### config.mk
export PLATFORM = sky130hd
export DESIGN_NAME = noc_output_vc_arbiter
export DESIGN_NICKNAME = d
export VERILOG_FILES = /design/src/rtl/noc_output_vc_arbiter.sv
export SDC_FILE = /design/constraint.sdc
export NUM_CORES = 1
export LEC_CHECK = 0
export ABC_AREA = 1
export CAP_MARGIN = 15
export CORE_MARGIN = 2
export CORE_UTILIZATION = 40
export CTS_BUF_LIST = sky130_fd_sc_hd__clkbuf_16
export DETAILED_ROUTE_END_ITERATION = 6
export DONT_BUFFER_PORTS = 1
export HOLD_SLACK_MARGIN = 0.02
export MAX_ROUTING_LAYER = met4
export PLACE_DENSITY = 0.62
export SYNTH_ARGS = -nofsm -noshare
export SYNTH_HDL_FRONTEND = slang
export SYNTH_SLANG_ARGS = --single-unit
### constraint.sdc
create_clock -name clk -period 6.6 [get_ports clk]
set_clock_uncertainty 0.1 [all_clocks]
set_input_delay 1.98 -clock clk [delete_from_list [all_inputs] [get_ports clk]]
set_output_delay 1.98 -clock clk [all_outputs]
set_load 0.02 [all_outputs]
### src/rtl/noc_output_vc_arbiter.sv
// noc_output_vc_arbiter: round-robin switch arbiter with per-VC wormhole locks and credits. Ports: clk, rst_n, req_i/label_i (per-requester head flit), credit_i (per-VC slot freed), grant_o/grant_valid_o/grant_idx_o (combinational grant), vc_locked_o, credit_cnt_o, err_o (sticky).
module noc_output_vc_arbiter #(
  parameter int IN_PORTS = 5,
  parameter int VC_NUM = 2,
  parameter int BUF_DEPTH = 4,
  localparam int N = IN_PORTS * VC_NUM,
  localparam int IW = $clog2(N),
  localparam int CW = $clog2(BUF_DEPTH + 1)
) (
  input  logic                 clk,
  input  logic                 rst_n,
  input  logic [N-1:0]         req_i,
  input  logic [2*N-1:0]       label_i,
  input  logic [VC_NUM-1:0]    credit_i,
  output logic [N-1:0]         grant_o,
  output logic                 grant_valid_o,
  output logic [IW-1:0]        grant_idx_o,
  output logic [VC_NUM-1:0]    vc_locked_o,
  output logic [VC_NUM*CW-1:0] credit_cnt_o,
  output logic                 err_o
);
  logic [IW-1:0] rr;
  logic [VC_NUM-1:0] lock;
  logic [IW-1:0] owner [VC_NUM];
  logic [CW-1:0] cred [VC_NUM];
  logic err;
  logic [N-1:0] elig, bad;
  logic [IW-1:0] gidx;
  logic found, gv;
  logic [1:0] glab;
  logic [VC_NUM-1:0] gvc, ovf;
  for (genvar r = 0; r < N; r++) begin : g_req
    localparam int V = r % VC_NUM;
    logic [1:0] lb;
    logic head;
    assign lb = label_i[2*r +: 2];
    assign head = (lb == 2'd0) || (lb == 2'd3);
    assign elig[r] = req_i[r] && (cred[V] != '0) && (head ? !lock[V] : (lock[V] && owner[V] == IW'(r)));
    assign bad[r] = req_i[r] && !head && !lock[V];
  end
  always_comb begin
    gidx = '0;
    found = 1'b0;
    for (int i = 0; i < N; i++) begin
      if (!found && elig[(int'(rr) + i) % N]) begin
        found = 1'b1;
        gidx = IW'((int'(rr) + i) % N);
      end
    end
  end
  // Grant is masked during reset so the crossbar sees no transfer while state is being cleared.
  assign gv = found && rst_n;
  assign glab = label_i[{gidx, 1'b0} +: 2];
  always_comb begin
    gvc = '0;
    ovf = '0;
    for (int v = 0; v < VC_NUM; v++) begin
      gvc[v] = gv && (int'(gidx) % VC_NUM == v);
      ovf[v] = credit_i[v] && !gvc[v] && (cred[v] == CW'(BUF_DEPTH));
    end
  end
  always_ff @(posedge clk or negedge rst_n) begin
    if (!rst_n) begin
      rr <= '0;
      lock <= '0;
      err <= 1'b0;
      for (int v = 0; v < VC_NUM; v++) begin
        owner[v] <= '0;
        cred[v] <= CW'(BUF_DEPTH);
      end
    end else begin
      if (gv) rr <= (gidx == IW'(N - 1)) ? '0 : gidx + 1'b1;
      err <= err | (|bad) | (|ovf);
      for (int v = 0; v < VC_NUM; v++) begin
        if (gvc[v] && glab == 2'd0) begin
          lock[v] <= 1'b1;
          owner[v] <= gidx;
        end else if (gvc[v] && glab == 2'd2) begin
          lock[v] <= 1'b0;
        end
        if (gvc[v] && !credit_i[v]) cred[v] <= cred[v] - 1'b1;
        else if (!gvc[v] && credit_i[v] && cred[v] != CW'(BUF_DEPTH)) cred[v] <= cred[v] + 1'b1;
      end
    end
  end
  for (genvar v = 0; v < VC_NUM; v++) begin : g_cred
    assign credit_cnt_o[v*CW +: CW] = cred[v];
  end
  assign grant_o = gv ? N'(1) << gidx : '0;
  assign grant_valid_o = gv;
  assign grant_idx_o = gv ? gidx : '0;
  assign vc_locked_o = lock;
  assign err_o = err;
endmodule

[Yosys cells after proc, flatten, opt, wreduce, memory -nomap -nowiden]
Index checks and enable logic that the tools add are counted.
Operators by class
  equal/unequal tests: 25
  mux-type cells: 71
  bitwise logic cells: 2
  $add $sub $neg: 14
  divide/modulo/power cells: 10
  $lt $le $gt $ge: 10
  reduce and logical (&&, ||, !) cells: 130
  shift operators: 2
Operator list (number)
  $lt A32 B6 Y1 const B: 10
  $mod A32 B5 Y32 const B: 9
  $logic_and A1 B1 Y1: 74
  $mux W4: 12
  $mux W1: 44
  $bmux W1 S4: 10
  $logic_not A32 Y1: 1
  $mod A5 B5 Y32 const B: 1
  $logic_not A1 Y1: 25
  $eq A2 B2 Y1 const B: 11
  $logic_not A2 Y1: 11
  $add A4 B3 Y5 const B: 4
  $shiftx A20 B6 Y2: 1
  $eq A4 B3 Y1 const B: 4
  $eq A4 B4 Y1 const B: 3
  $mux W3: 4
  $add A4 B2 Y5 const B: 2
  $add A4 B4 Y5 const B: 2
  $logic_or A1 B1 Y1: 10
  $mux W10: 1
  $reduce_or A10 Y1: 1
  $shl A1 B4 Y10 const A: 1
  $eq A4 B2 Y1 const B: 2
  $reduce_bool A2 Y1: 4
  other kinds (11): 17
Storage, ports and cells
  bits in registers: 21

[Logic depth before layout (Yosys ltp)]
  depth in word-level cells: 42
  depth in mapped cells: 40
  depth with buffers taken out: 37

[Least setup slack after synthesis]
No wires, ideal clock.
  path kind: input port to output port
  start point: in label_i[8]
  end point: out grant_o[4]
  cell stages on the path: 21
  arrival: 4539 ps
  buffers on the path: 0
  slack: -19 ps
  data required time: 4520 ps
  cell sequence: xnor2_1 nand2_1 nand3_1 inv_1 o21ai_1 nand3_1 nand3_1 nand2_1 nand2_2 nand3_1 nor2_2 nand4_2 nor2_4 nand3_2 inv_1 nand2_1 nand2_1 o22ai_1 nor2_1 inv_1 nor2_1
On the way
  longest elaborated chain between the ends: 37
  elaborated cells between the ends (all ways): 76
  classes of those cells: 1 x eq/ne; 1 x shift; 52 x mux; 22 x reduce/logical
RTL lines
  from (decl): line 13  | input logic [2*N-1:0] label_i,
  $eq A2 B2 Y1 / $logic_not A2 Y1 (equally long branches): line 37  | assign head = (lb == 2'd0) || (lb == 2'd3);
  $logic_or A1 B1 Y1 *: line 37
  $mux W1 *: line 38  | assign elig[r] = req_i[r] && (cred[V] != '0) && (head ? !lock[V] : (lock[V] && owner[V] == IW'(r)));
  $logic_and A1 B1 Y1 *: line 38
  $bmux W1 S4: line 45  | if (!found && elig[(int'(rr) + i) % N]) begin
  $mux W1 (implied by the code) (2 in series): line 45
  $mux W1: line 45
  $logic_not A1 Y1: line 45
  [... 20 more ...]
  $logic_not A1 Y1: line 45
  $logic_and A1 B1 Y1: line 45
  $mux W1: line 45
  $logic_not A1 Y1: line 45
  $logic_and A1 B1 Y1: line 45
  $mux W4 / $mux W1 (equally long branches): line 45
  $shl A1 B4 Y10 / $logic_and A1 B1 Y1 (equally long branches): line 89, 52
  $mux W10 *: line 89  | assign grant_o = gv ? N'(1) << gidx : '0;
  to (decl): line 15  | output logic [N-1:0] grant_o,
Every way passes the cells marked *; elsewhere a longest branch is shown, timed or not. The select of a mux whose other input is x is not followed.

[Worst setup path in the final report]
  start point: in label_i[0]
  end point: out grant_o[8]
Same word-level chain as after synthesis.

==> results.cfg <==
[run_status]
status = finished, violations left
violations = negative setup slack

[synth]
yosysTopAreaCellShare = 0.2037
netlist_instances = 839
synth_compound_area_frac = 0.1257
avgSynthCellArea_sq_um = 5.800
yosys.area_share.simple = 0.4778
syn_area_sq_um = 4866
synth_flop_cell = dfrtp_1
ys_async_sr_fraction = 1.000
synth_edf_count = 0
synthXorXnorAreaFrac = 0.06248
synth_warnings = 0
synth_fa_ha_area_frac = 0.09823
synth_top_family_by_area = simple AND/OR/NAND/NOR gates
synth_nets = 910
yosys.area.top_type = nand2_1
synth.area.top_cells = nand2_1, dfrtp_1, ha_1, nand3_1, inv_1
synth-seq-area-share = 0.1085
synthDistinctLibCells = 51
synth-seq-cells = 21
synthMuxAreaShare = 0.006686

[global_route]
grt_pass1_wl_mm = 24.01
antenna_found_initial = 0
grt_pass1_vias = 5019
overflow = 0
grt_use_total = 0.2337
grt_max_degree = 23

[drt]
post_drt_wl_per_cell_microns = 14.79
firstDrtPassIters = 5
ant_nets = 0
wirelength_mm = 15.75
drc_errors = 0
dr.first_iter.drc_count = 430
vias_per_cell = 5.247
vias = 5588

[finish]
postLayoutCoreUtil = 0.5245
antenna_cells = 0
multi_input_area_sq_um = 4268
fillers = 1226
final_area_sq_um = 6274
seq_area_sq_um = 530.5
drive_gt1_frac = 0.2865
syn2layout_area_growth_pct = 28.93
final_nets = 990

[floorplan]
die_h_microns = 114.3
dieArea_sq_um = 13060
io-pin-count = 58
start_util = 0.4068
die_x_microns = 114.3
num_rows = 40
core_sq_um = 11960

[place]
dp_hpwl_mm = 12.32
gp_congestion = 0.9671
placed_area_sq_um = 5508
port-buffer-count = 0

[setup_path]
cp-start-kind = input pin
path_cells = xor2_1, o21ai_1, nand3_1, inv_1, o21ai_4, nand3_1, nand3_1, nand2_2, nand2_4, nand4_1, nor2_2, buf_4, nand4_1, o211ai_1, o21ai_2, a21oi_4, inv_4, buf_6, nor3_4, buf_6
rr_endpoint = credit_cnt_o[5]
cp.arrival_ns = 4.71
endpoint_kind = primary output
reg2reg_slack_ns = 1.44
worst_path_largest_cell_delay_ns = 0.29
path_common_cell = nand3_1
cp.required_ns = 4.52
crit_slowest_cell = o211ai_1
r2r_cells = 33
crit_start = label_i[0]
r2r-start = rr[1]
critPathKind = input pin to primary output
endpoint = grant_o[8]
crit_fanout = 6

[timing]
fin_crit_ns = 6.787
fin_ws_ns = -0.1873
setup_violations = 12
fin_crit_sh = 1.028
max_freq_mhz = 147.3
slew_violations = 0
hold_viol_final = 0
slew_headroom = 0.6440
rsz0062_at_grt = true
worstMarginPinSlew_ns = 0.5284

[clock_network]
h-tree-depth = 1
insertion_delay_ns = 0.25
cts_tree = done
clock_path_buffers = 2
root_buffer = clkbuf_16
clkTransAtPathRegs_ns = 0.06
cts.sinks = 21
numCtsBuffers = 3

[flow_run]
cap_viol_max_count = 0

[min_path]
hp-class = flip-flop to flip-flop
per-layer routing:
layer	GRT usage	vias to the layer above	share of wire
met5	-	-	0
met4	0.03252	0	0.011
met3	0.03970	18	0.086
met2	0.3647	202	0.46
met1	0.3257	2516	0.45
li1	-	2852	-
cells in the mapped netlist (all sizes together) (2+ instances only):
cell / count
o31ai: 3
ha: 35
xnor2: 7
nor2: 87
o21ai: 45
nor3: 6
nand4: 18
o22ai: 4
nand3b: 13
mux2: 2
dfstp: 2
clkbuf: 2
a221oi: 2
o2111ai: 2
inv: 128
buf: 11
dfrtp: 19
xor2: 26
o211ai: 10
o21bai: 7
fa: 2
nand2: 287
a31oi: 2
a21oi: 19
or2: 4
nand3: 90
critical path, delay by kind of cell:
kind	cells	cell delay (ns)
AOI/OAI and AO/OA	5	0.90
xor gates and xnor gates	1	0.21
and+or+nand+nor	9	1.08
buffers and inverters	5	0.53
logic make-up (layout without fill, tap and decap cells):
family	after synthesis	after routing
buf+inv	142	221
compound gates	97	97
fa+ha+maj	37	37
mux	3	3
flops	21	21
simple gates	506	506
xor+xnor	33	33
worst min-delay path by stage:
stage / start / end / slack [ns] / cells past startpoint
floorplan: owner[4] / owner[4] / 0.40 / 2
global placement: owner[4] / owner[4] / 0.41 / 2
detailed placement: owner[4] / owner[4] / 0.43 / 2
CTS: owner[4] / owner[4] / 0.44 / 2
global route: owner[4] / owner[4] / 0.47 / 2
finish: owner[4] / owner[4] / 0.43 / 2
per-stage QoR:
step / hold WS, ns / TNS, ns / cells / worst slack, ns
2_1_floorplan: 0.3976 / 0 / 839 / 0.03163
3_3_place_gp: 0.4127 / -0.6055 / 1047 / -0.08874
3_5_place_dp: 0.4270 / -1.218 / 1047 / -0.1765
4_1_cts: 0.4415 / -0.1540 / 1056 / -0.03687
5_1_grt: 0.4656 / -3.378 / 1065 / -0.3522
6_report: 0.4341 / -1.250 / 1065 / -0.1873
cells in the final DEF, fill, tap and decap left out, types with 3 or more instances in the layout:
cell / Yosys / final
or2_1: 4 / 4
inv_1: 101 / 95
nand4_1: 16 / 16
dfrtp_1: 19 / 17
xor2_4: 0 / 5
xor2_2: 2 / 5
nor2_4: 2 / 10
nand2_4: 5 / 6
nand2_2: 18 / 35
inv_2: 26 / 29
o21ai_2: 6 / 11
o31ai_1: 3 / 3
buf_4: 2 / 73
xnor2_1: 7 / 3
a21oi_1: 15 / 13
a21oi_2: 3 / 4
clkbuf_16: 0 / 3
buf_6: 2 / 15
nor3_1: 5 / 3
xnor2_4: 0 / 3
o211ai_1: 10 / 10
xor2_1: 24 / 16
o21ai_0: 19 / 13
nor2_1: 78 / 59
nand2_1: 264 / 246
nor2_2: 7 / 18
nand3b_1: 13 / 13
inv_4: 1 / 4
nand3_2: 9 / 17
nand3_4: 1 / 4
o21ai_1: 20 / 19
o22ai_1: 4 / 4
nand3_1: 80 / 69
o21bai_1: 7 / 7
ha_1: 35 / 33
sequential cells by signal, summed over array words and instances, names as in the netlist:
| signal | cells |
|---|---|
| credit_cnt_o | 6 |
| vc_locked_o | 2 |
| owner | 8 |
| rr | 4 |
| err_o | 1 |
final cells by class:
| cell class | instances | share of cell area |
|---|---|---|
| Sequential cell | 21 | 0.08456 |
| Multi-Input combinational cell | 676 | 0.6803 |
| Tap cell | 147 | 0.02932 |
| Clock buffer | 3 | 0.01197 |
| Timing Repair Buffer | 88 | 0.1143 |
| Clock inverter | 1 | 0.0007978 |
| Inverter | 129 | 0.07878 |
timing repair:
action	in CTS	in global routing
endpoints found under the setup margin	10	15
pin swaps	13	53
hold buffers	0	0
setup buffers	5	12
resized for setup	29	105
Power is not shown: default switching activity piles up to over one toggle a cycle in this logic, so the estimate is an artifact.
==> variant, RTL diff (same flow settings) <==
Make the reset (`rst_n`) synchronous in one clocked block.
--- a/src/rtl/noc_output_vc_arbiter.sv
+++ b/src/rtl/noc_output_vc_arbiter.sv
@@ -60,5 +60,5 @@
     end
   end
-  always_ff @(posedge clk or negedge rst_n) begin
+  always_ff @(posedge clk) begin
     if (!rst_n) begin
       rr <= '0;
Function: not settled (the Yosys comparison gave no result); the edit may change what the design does.
==> variant against the original RTL <==
The run still ends with negative setup slack left; wire length down 0.17%; final area down 2.2%; hold slack better by 0.052 ns; synthesized cell count up 0.24%; maximum frequency up 1.8%; critical endpoint is now grant_o[2]; setup slack better by 0.12 ns; sequential cell count unchanged; area after synthesis up 1.9%; critical path depth up 2.
Power is left out: the tool's default activity adds up to more than one toggle a clock period on the data nets, which glitch-free logic cannot reach.
==> variant: results (changes against the original RTL) <==
metric	value	unit	change
Initial DRC Count	460		+7.0%
Multi-input comb cells	674		-0.30%
Multi-input gate area	4150	um^2	-2.8%
final worst slack	-0.0704	ns	+0.117 ns
ys flop type	edfxtp_1		
first-pass GRT wire length	24.7	mm	+3.0%
crit path DAT	4.59	ns	-0.12 ns
Final setup viols	10		-2
maximum fanout along the worst path	4		-2
tap cells	168		+14%
Post-synth ARST share	0		-1.00
syn nets	915		+0.55%
fillers	1238		+0.98%
Post-Synth XOR/XNOR Area	0.0644		+0.00188
Seq/Total Area, Yosys	0.113		+0.00456
Cell Area, Placed	5660	um^2	+2.7%
vias in the first global route	5082		+1.3%
synthesized instance count	841		+0.24%
outcome	finished, violations left		
wire length per cell	14.6	um	-1.5%
post-DR vias/cell	5.15		-1.8%
final instance area	6140	um^2	-2.2%
gr usage total	0.240		+0.00671
most frequent cells after synthesis	nand2_1 (260), inv_1 (108), nand3_1 (88), nor2_1 (58), ha_1 (39)		
GP Congestion	0.986		+2.0%
mux contribution to synthesized area	0		-0.00669
number of synthesized flops with an enable pin	14		+14
failing checks	negative setup slack		
Finished Layout Cells	1079		+1.3%
Inverters	132		+2.3%
Layout clock area frac	0.0131		+0.000286
sequential cell area share	0.0916		+0.00699
setup TNS	-0.332	ns	+0.918 ns
Synth Area in Compound Gates	0.115		-0.0112
Synth area leaders	nand2_1 (20%), ha_1 (9.8%), nand3_1 (8.9%)		
Slew HR	0.586		-0.0579
library cells used by synthesis	54		+5.9%
slowest stage delay, CP	0.24	ns	-0.05 ns
Slowest-stage cell, CP	a21oi_4		
Non-CTS buffers	80		-9.1%
## variant: path summary, 6_finish.rpt
path	slack (ns)	cells past startpoint	endpoint	startpoint
max reg2reg	1.35	30	cred[0][2]$_SDFFCE_PP1P_	rr[2]$_SDFFE_PN0P_
max	-0.07	22	grant_o[2]	label_i[14]
min	0.49	2	rr[2]$_SDFFE_PN0P_	rr[2]$_SDFFE_PN0P_
min reg2reg	0.49	2	rr[2]$_SDFFE_PN0P_	rr[2]$_SDFFE_PN0P_
## variant: per-layer routing
metal	track usage	vias up	part of all wire
li1	-	2848	-
met1	0.339	2531	0.48
met2	0.363	159	0.44
met3	0.0438	19	0.064
met4	0.0418	0	0.018
met5	-	-	0
## variant: repair_timing
item,in CTS,in global routing
setup endpoints to repair,13,14
hold endpoints to repair,0,0
buffers inserted,3,4
gates resized for setup,39,52
pin swaps,13,22
